`config.mk`:
```
export PLATFORM = sky130hd
export DESIGN_NAME = pb_varint_stream_decoder_flat
export DESIGN_NICKNAME = d
export VERILOG_FILES = /design/src/rtl/pb_varint_stream_decoder_pkg.sv /design/src/rtl/pb_varint_stream_decoder_if.sv /design/src/rtl/pb_varint_stream_decoder.sv /design/src/flat_wrapper.sv
export SDC_FILE = /design/constraint.sdc
export NUM_CORES = 1
export LEC_CHECK = 0
export CAP_MARGIN = 5
export CORE_MARGIN = 4
export CORE_UTILIZATION = 52
export CTS_BUF_LIST = sky130_fd_sc_hd__clkbuf_4 sky130_fd_sc_hd__clkbuf_8
export CTS_CLUSTER_SIZE = 25
export DETAILED_ROUTE_END_ITERATION = 10
export PLACE_DENSITY = 0.83
export SKIP_CTS_REPAIR_TIMING = 1
export SYNTH_ARGS = -nofsm -noshare
export SYNTH_HDL_FRONTEND = slang
export SYNTH_SLANG_ARGS = --single-unit
```
`constraint.sdc`:
```
create_clock -name clk -period 1.8 [get_ports clk]
set_input_delay 0.27 -clock clk [delete_from_list [all_inputs] [get_ports clk]]
set_output_delay 0.27 -clock clk [all_outputs]
set_load 0.02 [all_outputs]
```
`src/rtl/pb_varint_stream_decoder_pkg.sv`:
```
// Shared types for the protobuf varint stream decoder: modes, error codes,
// wire types and the decoder state encoding.
package pb_varint_stream_decoder_pkg;

  localparam int unsigned MAX_VARINT_BYTES = 10;

  typedef enum logic [1:0] {
    PB_RAW    = 2'd0,
    PB_KEY    = 2'd1,
    PB_ZIGZAG = 2'd2
  } pb_mode_e;

  typedef enum logic [1:0] {
    PB_ERR_NONE      = 2'd0,
    PB_ERR_OVERLONG  = 2'd1,
    PB_ERR_TRUNCATED = 2'd2,
    PB_ERR_BAD_KEY   = 2'd3
  } pb_err_e;

  typedef enum logic [2:0] {
    PB_WT_VARINT = 3'd0,
    PB_WT_I64    = 3'd1,
    PB_WT_LEN    = 3'd2,
    PB_WT_SGROUP = 3'd3,
    PB_WT_EGROUP = 3'd4,
    PB_WT_I32    = 3'd5
  } pb_wire_type_e;

  typedef enum logic [1:0] {
    ST_IDLE  = 2'd0,
    ST_ACC   = 2'd1,
    ST_OUT   = 2'd2,
    ST_DRAIN = 2'd3
  } pb_state_e;

endpackage

```
`src/rtl/pb_varint_stream_decoder_if.sv`:
```
// Byte-in / word-out handshake bundle of the varint decoder.
// slave = decoder side, master = byte source / result sink side.
interface pb_varint_stream_decoder_if
  import pb_varint_stream_decoder_pkg::*;
#(
  parameter int unsigned VALUE_W = 64,
  parameter int unsigned FIELD_W = 29
);
  pb_mode_e           cfg_mode;
  logic               s_valid;
  logic               s_ready;
  logic [7:0]         s_data;
  logic               s_last;
  logic               m_valid;
  logic               m_ready;
  logic [VALUE_W-1:0] m_value;
  logic [FIELD_W-1:0] m_field_num;
  logic [2:0]         m_wire_type;
  logic [3:0]         m_len;
  pb_err_e            m_err;

  modport slave (
    input  cfg_mode, s_valid, s_data, s_last, m_ready,
    output s_ready, m_valid, m_value, m_field_num, m_wire_type, m_len, m_err
  );

  modport master (
    output cfg_mode, s_valid, s_data, s_last, m_ready,
    input  s_ready, m_valid, m_value, m_field_num, m_wire_type, m_len, m_err
  );
endinterface

```
`src/rtl/pb_varint_stream_decoder.sv`:
```
// Streaming protobuf varint decoder: one byte per cycle in, one decoded word per varint out.
// Raw, key and zigzag modes; flags overlong, truncated and bad-key varints.
module pb_varint_stream_decoder
  import pb_varint_stream_decoder_pkg::*;
#(
  parameter int unsigned VALUE_W = 64,
  parameter int unsigned FIELD_W = 29
) (
  input logic                       clk,
  input logic                       rst_n,
  pb_varint_stream_decoder_if.slave bus
);
  localparam int unsigned MAX_BYTES = (VALUE_W == 64) ? MAX_VARINT_BYTES : (VALUE_W + 6) / 7;
  localparam logic [3:0]  LAST_IDX  = 4'(MAX_BYTES - 1);

  pb_state_e          r_state, w_state_nxt, w_base;
  logic [VALUE_W-1:0] r_acc;
  logic [3:0]         r_len;
  pb_mode_e           r_mode;
  logic               r_ovl, r_trunc, r_drain_armed;

  logic               w_out, w_s_fire, w_m_fire, w_cont, w_last;
  logic               w_start, w_acc_byte, w_drain_byte, w_ovl_hit;
  logic [VALUE_W-1:0] w_payload, w_value;
  logic [6:0]         w_shamt;
  logic [3:0]         w_len_inc;
  logic [FIELD_W-1:0] w_field;
  logic [2:0]         w_wt;
  logic               w_bad_key;
  pb_err_e            w_err;

  assign w_out     = (r_state == ST_OUT);
  assign w_cont    = bus.s_data[7];
  assign w_last    = bus.s_last;
  assign w_payload = VALUE_W'(bus.s_data[6:0]);
  assign w_shamt   = 7'(r_len) * 7'd7;
  assign w_len_inc = (r_len == 4'hF) ? r_len : r_len + 4'd1;
  assign w_s_fire  = bus.s_valid && (!w_out || bus.m_ready);
  assign w_m_fire  = w_out && bus.m_ready;

  always_ff @(posedge clk or negedge rst_n) begin
    if (!rst_n) r_state <= ST_IDLE;
    else        r_state <= w_state_nxt;
  end

  // A byte accepted during the OUT handshake is handled as if the FSM had
  // already moved on (IDLE, or DRAIN after an overlong varint).
  always_comb begin
    w_base = r_state;
    if (w_out) w_base = r_drain_armed ? ST_DRAIN : ST_IDLE;
    w_start      = w_s_fire && (w_base == ST_IDLE);
    w_acc_byte   = w_s_fire && (w_base == ST_ACC);
    w_drain_byte = w_s_fire && (w_base == ST_DRAIN);
    w_ovl_hit    = w_acc_byte && w_cont && (r_len == LAST_IDX);

    w_state_nxt = r_state;
    if (w_m_fire) w_state_nxt = w_base;
    if (w_start)
      w_state_nxt = (w_cont && !w_last) ? ST_ACC : ST_OUT;
    else if (w_acc_byte)
      w_state_nxt = (w_cont && !w_last && (r_len != LAST_IDX)) ? ST_ACC : ST_OUT;
    else if (w_drain_byte)
      w_state_nxt = (w_cont && !w_last) ? ST_DRAIN : ST_IDLE;
  end

  always_ff @(posedge clk or negedge rst_n) begin
    if (!rst_n) begin
      r_acc         <= '0;
      r_len         <= '0;
      r_mode        <= PB_RAW;
      r_ovl         <= 1'b0;
      r_trunc       <= 1'b0;
      r_drain_armed <= 1'b0;
    end else begin
      if (w_m_fire) r_drain_armed <= 1'b0;
      if (w_start) begin
        r_acc   <= w_payload;
        r_len   <= 4'd1;
        r_mode  <= bus.cfg_mode;
        r_ovl   <= 1'b0;
        r_trunc <= w_cont && w_last;
      end else if (w_acc_byte) begin
        r_acc         <= r_acc | (w_payload << w_shamt);
        r_len         <= w_len_inc;
        r_ovl         <= w_ovl_hit;
        r_trunc       <= w_cont && w_last;
        // a message boundary already ends the overlong run, so nothing to drain
        r_drain_armed <= w_ovl_hit && !w_last;
      end else if (w_drain_byte) begin
        r_len <= w_len_inc;
      end
    end
  end

  always_comb begin
    w_value   = r_acc;
    w_field   = '0;
    w_wt      = '0;
    w_bad_key = 1'b0;
    case (r_mode)
      PB_KEY: begin
        w_field   = r_acc[3 +: FIELD_W];
        w_wt      = r_acc[2:0];
        w_bad_key = (w_field == '0) || (w_wt > PB_WT_I32);
      end
      PB_ZIGZAG: w_value = (r_acc >> 1) ^ {VALUE_W{r_acc[0]}};
      default: ;
    endcase
    if (r_ovl)          w_err = PB_ERR_OVERLONG;
    else if (r_trunc)   w_err = PB_ERR_TRUNCATED;
    else if (w_bad_key) w_err = PB_ERR_BAD_KEY;
    else                w_err = PB_ERR_NONE;
  end

  assign bus.s_ready     = !w_out || bus.m_ready;
  assign bus.m_valid     = w_out;
  assign bus.m_value     = w_out ? w_value : '0;
  assign bus.m_field_num = w_out ? w_field : '0;
  assign bus.m_wire_type = w_out ? w_wt    : '0;
  assign bus.m_len       = w_out ? r_len   : '0;
  assign bus.m_err       = w_out ? w_err   : PB_ERR_NONE;

endmodule

```
`src/flat_wrapper.sv`:
```
// flat-port wrapper written by rule: the top's interface ports become plain ports
module pb_varint_stream_decoder_flat import pb_varint_stream_decoder_pkg::*;
#(
  parameter int unsigned VALUE_W = 64,
  parameter int unsigned FIELD_W = 29
)
  (clk, rst_n, bus_cfg_mode, bus_s_valid, bus_s_data, bus_s_last, bus_m_ready, bus_s_ready, bus_m_valid, bus_m_value, bus_m_field_num, bus_m_wire_type, bus_m_len, bus_m_err);
  pb_varint_stream_decoder_if #(.VALUE_W(VALUE_W), .FIELD_W(FIELD_W)) bus_i ();
  input logic clk;
  input logic rst_n;
  input wire logic [$bits(bus_i.cfg_mode)-1:0] bus_cfg_mode;
  input wire logic [$bits(bus_i.s_valid)-1:0] bus_s_valid;
  input wire logic [$bits(bus_i.s_data)-1:0] bus_s_data;
  input wire logic [$bits(bus_i.s_last)-1:0] bus_s_last;
  input wire logic [$bits(bus_i.m_ready)-1:0] bus_m_ready;
  output wire logic [$bits(bus_i.s_ready)-1:0] bus_s_ready;
  output wire logic [$bits(bus_i.m_valid)-1:0] bus_m_valid;
  output wire logic [$bits(bus_i.m_value)-1:0] bus_m_value;
  output wire logic [$bits(bus_i.m_field_num)-1:0] bus_m_field_num;
  output wire logic [$bits(bus_i.m_wire_type)-1:0] bus_m_wire_type;
  output wire logic [$bits(bus_i.m_len)-1:0] bus_m_len;
  output wire logic [$bits(bus_i.m_err)-1:0] bus_m_err;
  assign bus_i.cfg_mode = bus_cfg_mode;
  assign bus_i.s_valid = bus_s_valid;
  assign bus_i.s_data = bus_s_data;
  assign bus_i.s_last = bus_s_last;
  assign bus_i.m_ready = bus_m_ready;
  assign bus_s_ready = bus_i.s_ready;
  assign bus_m_valid = bus_i.m_valid;
  assign bus_m_value = bus_i.m_value;
  assign bus_m_field_num = bus_i.m_field_num;
  assign bus_m_wire_type = bus_i.m_wire_type;
  assign bus_m_len = bus_i.m_len;
  assign bus_m_err = bus_i.m_err;
  pb_varint_stream_decoder #(.VALUE_W(VALUE_W), .FIELD_W(FIELD_W)) u_core (.clk(clk), .rst_n(rst_n), .bus(bus_i));
endmodule
```
==> flow_metrics.env <==
export IMPL_via_per_inst=6.31
export IMPL_first_iter_violations=585
export IMPL_antenna_cells=0
export IMPL_htreeDepth=3
export IMPL_wl_um=19300
export IMPL_syn2layout_area_growth_pct=55.0
export IMPL_drv_slew=0
export IMPL_violations="negative setup slack"
export IMPL_path_buf_inv=1
export IMPL_reg2reg_slack_ps=80
export IMPL_drtAntennaViolNets=0
export IMPL_hp_class="in2async"
export IMPL_worstPathArrival_ps=1840
export IMPL_final_nets=770
export IMPL_fp_dieW_um=105
export IMPL_cts_tree="yes"
export IMPL_yosysSeqAreaShare=0.385
export IMPL_drv_cap=0
export IMPL_slowest_delay_ps=410
export IMPL_drive_gt1_frac=0.441
export IMPL_end_kind="output pin"
export IMPL_setup_viol_count_final=98
export IMPL_cp_data_required_time_ps=1530
export IMPL_synth_top_area_cell="dfrtp_1"
export IMPL_synth_top_area_frac=0.385
export IMPL_post_route_util=0.822
export IMPL_power_per_cell_area_nw_per_um2=859
export IMPL_dp_hpwl_um=11200
export IMPL_syn_area_per_cell_um2=8.64
export IMPL_fin_skew_ps=13.1
export IMPL_numPortBuffers=118
export IMPL_crit_path_start_kind="flip-flop"
export IMPL_antenna_found_initial=0
export IMPL_worstMarginPinSlew_ps=457
export IMPL_synth_ff_type="dfrtp_1"
export IMPL_netlist_area_um2=4880
export IMPL_numClockSinks=75
export IMPL_ys_warn_count=0
export IMPL_clock_fmax_ghz=0.473
export IMPL_worst_path_max_fanout=2
export IMPL_grt_overflow=0
export IMPL_grt_pass1_vias=4875
export IMPL_grt_first_pass_wirelength_um=24900
export IMPL_clkTransAtPathRegs_ps=100
export IMPL_r2r_end="u_core.r_acc[9]"
export IMPL_seqCellArea_um2=1880
export IMPL_wl_per_cell_um=22.2
export IMPL_drc=0
export IMPL_tns_ps=-19480
export IMPL_critical_path_slowest_cell="dfrtp_1"
export IMPL_slew_headroom=0.695
export IMPL_finalCritPeriodShare=1.17
export IMPL_final_common_cell="buf_4"
export IMPL_insertion_delay_ps=370
export IMPL_ys_ff_latch=75
export IMPL_grt_max_degree=76
export IMPL_syn_inst=565
export IMPL_r2r_start="u_core.r_len[0]"
export IMPL_critPathTopFamily="simple AND/OR/NAND/NOR gates"
export IMPL_start_util=0.531
export IMPL_gp_congestion=0.890
export IMPL_p_leak_nw=3.33
export IMPL_numCtsBuffers=9
export IMPL_post_place_ws_ps=-392
export IMPL_io_pins=119
export IMPL_fin_ws_ps=-313
export IMPL_track_usage=0.279
export IMPL_synth_fp_nets=582
export IMPL_root_buffer="clkbuf_8"
export IMPL_rsz0062_at_grt="yes"
export IMPL_synthDistinctLibCells=53
export IMPL_multi_input_area_um2=3150
export IMPL_crit_path_start="u_core.r_acc[3]"
export IMPL_synth_edf_count=0
export IMPL_reg2regPathDepth=6
export IMPL_period_minus_slack_ps=2110
export IMPL_rows=35
export IMPL_crit_cells=5
export IMPL_n_fill_cell=474
export IMPL_drtPass1Iterations=5
export IMPL_cts_max_path_buffers=2
export IMPL_die_h_um=105
export IMPL_die_area_um2=11000
export IMPL_crit_chain="nor4_2 -> nand4_1 -> nor2_2 -> o311a_1 -> buf_4"
export IMPL_final_cell_mix="buf_4 (147), nor2_1 (116), dfrtp_1 (74)"
export IMPL_crit_end="bus_m_err[0]"
export IMPL_fp_coreArea_um2=9200
export IMPL_synthTopCellsByArea="dfrtp_1 (38%), xnor2_1 (11%), a211oi_1 (9.5%)"
export IMPL_synthArstFlopShare=1.00
export IMPL_status="complete, but fails checks"
export IMPL_hold_violations=0
export IMPL_crit_type="reg2out"
export IMPL_ir_drop_mv=0.623
export IMPL_vias=5486
registers in the layout, summed over array words and instances (netlist names):
signal                cells
u_core.r_acc             64
u_core.r_drain_armed      1
u_core.r_len              4
u_core.r_mode             2
u_core.r_ovl              1
u_core.r_state            2
u_core.r_trunc            1
how the worst min path moves through the flow:
stage / from / endpoint / slack [ps]
floorplan: rst_n / u_core.r_acc[0] / -30
global placement: rst_n / u_core.r_acc[41] / 320
detailed placement: rst_n / u_core.r_acc[41] / 330
CTS: rst_n / u_core.r_acc[41] / -50
global route: rst_n / u_core.r_acc[41] / 500
finish: rst_n / u_core.r_acc[41] / 450
kinds of logic after synthesis:
kind of cell / share of synthesized area
flip-flops: 0.385
buffers and inverters: 0.0608
XOR/XNOR: 0.113
adder cells (fa/ha/maj): 0.00513
AO/OA/AOI/OAI: 0.209
AND/OR/NAND/NOR: 0.223
multiplexers: 0.00410
synthesized netlist by cell type (all sizes together) (2+ instances only):
cell type,n
a21oi,33
a21o,3
clkbuf,18
nand4,3
nor2b,8
ha,2
inv,7
nor4,10
nand3,3
a31oi,28
o31ai,2
nor3b,2
a211oi,63
and2,33
dfrtp,75
nand3b,2
mux2i,2
nor3,2
a22o,7
buf,35
nand2b,6
xnor2,62
nand2,14
nor2,128
stage by stage:
step	hold slack, ps	total power [mW]	cell area, um2	cells
3_3_place_gp	324	4.42	6850	830
2_1_floorplan	-25.6	3.36	4980	565
3_5_place_dp	333	4.49	6850	830
6_report	448	6.50	7560	869
5_1_grt	500	6.72	7560	869
4_1_cts	-46.4	5.94	7080	846
where the power goes:
part | internal (mW) | switching [mW] | total [mW]
combinational | 1.38 | 1.79 | 3.17
clock | 0.791 | 0.709 | 1.50
sequential | 1.74 | 0.0888 | 1.83
worst register-to-register path: stages, from the launching register on:
cell and delay (ps):
dfrtp_1 560, inv_2 80, buf_4 170, nor4_4 380
buf_4 230, a21oi_1 90, nor2_1 130
per-layer routing:
metal | global-route usage | up-vias | part of all wire
li1 | - | 2353 | -
met1 | 0.348 | 2657 | 0.37
met2 | 0.486 | 373 | 0.49
met3 | 0.0457 | 103 | 0.082
met4 | 0.100 | 0 | 0.052
met5 | 0 | - | 0
area by class of cell:
type	count	area share
repair buffers	230	0.283
flip-flops and latches	75	0.249
clock buffers	9	0.0164
clock inverters	7	0.0131
multi-input cells	430	0.416
inverters	7	0.00414
well taps	111	0.0184
(Power assumes the default switching activity.)
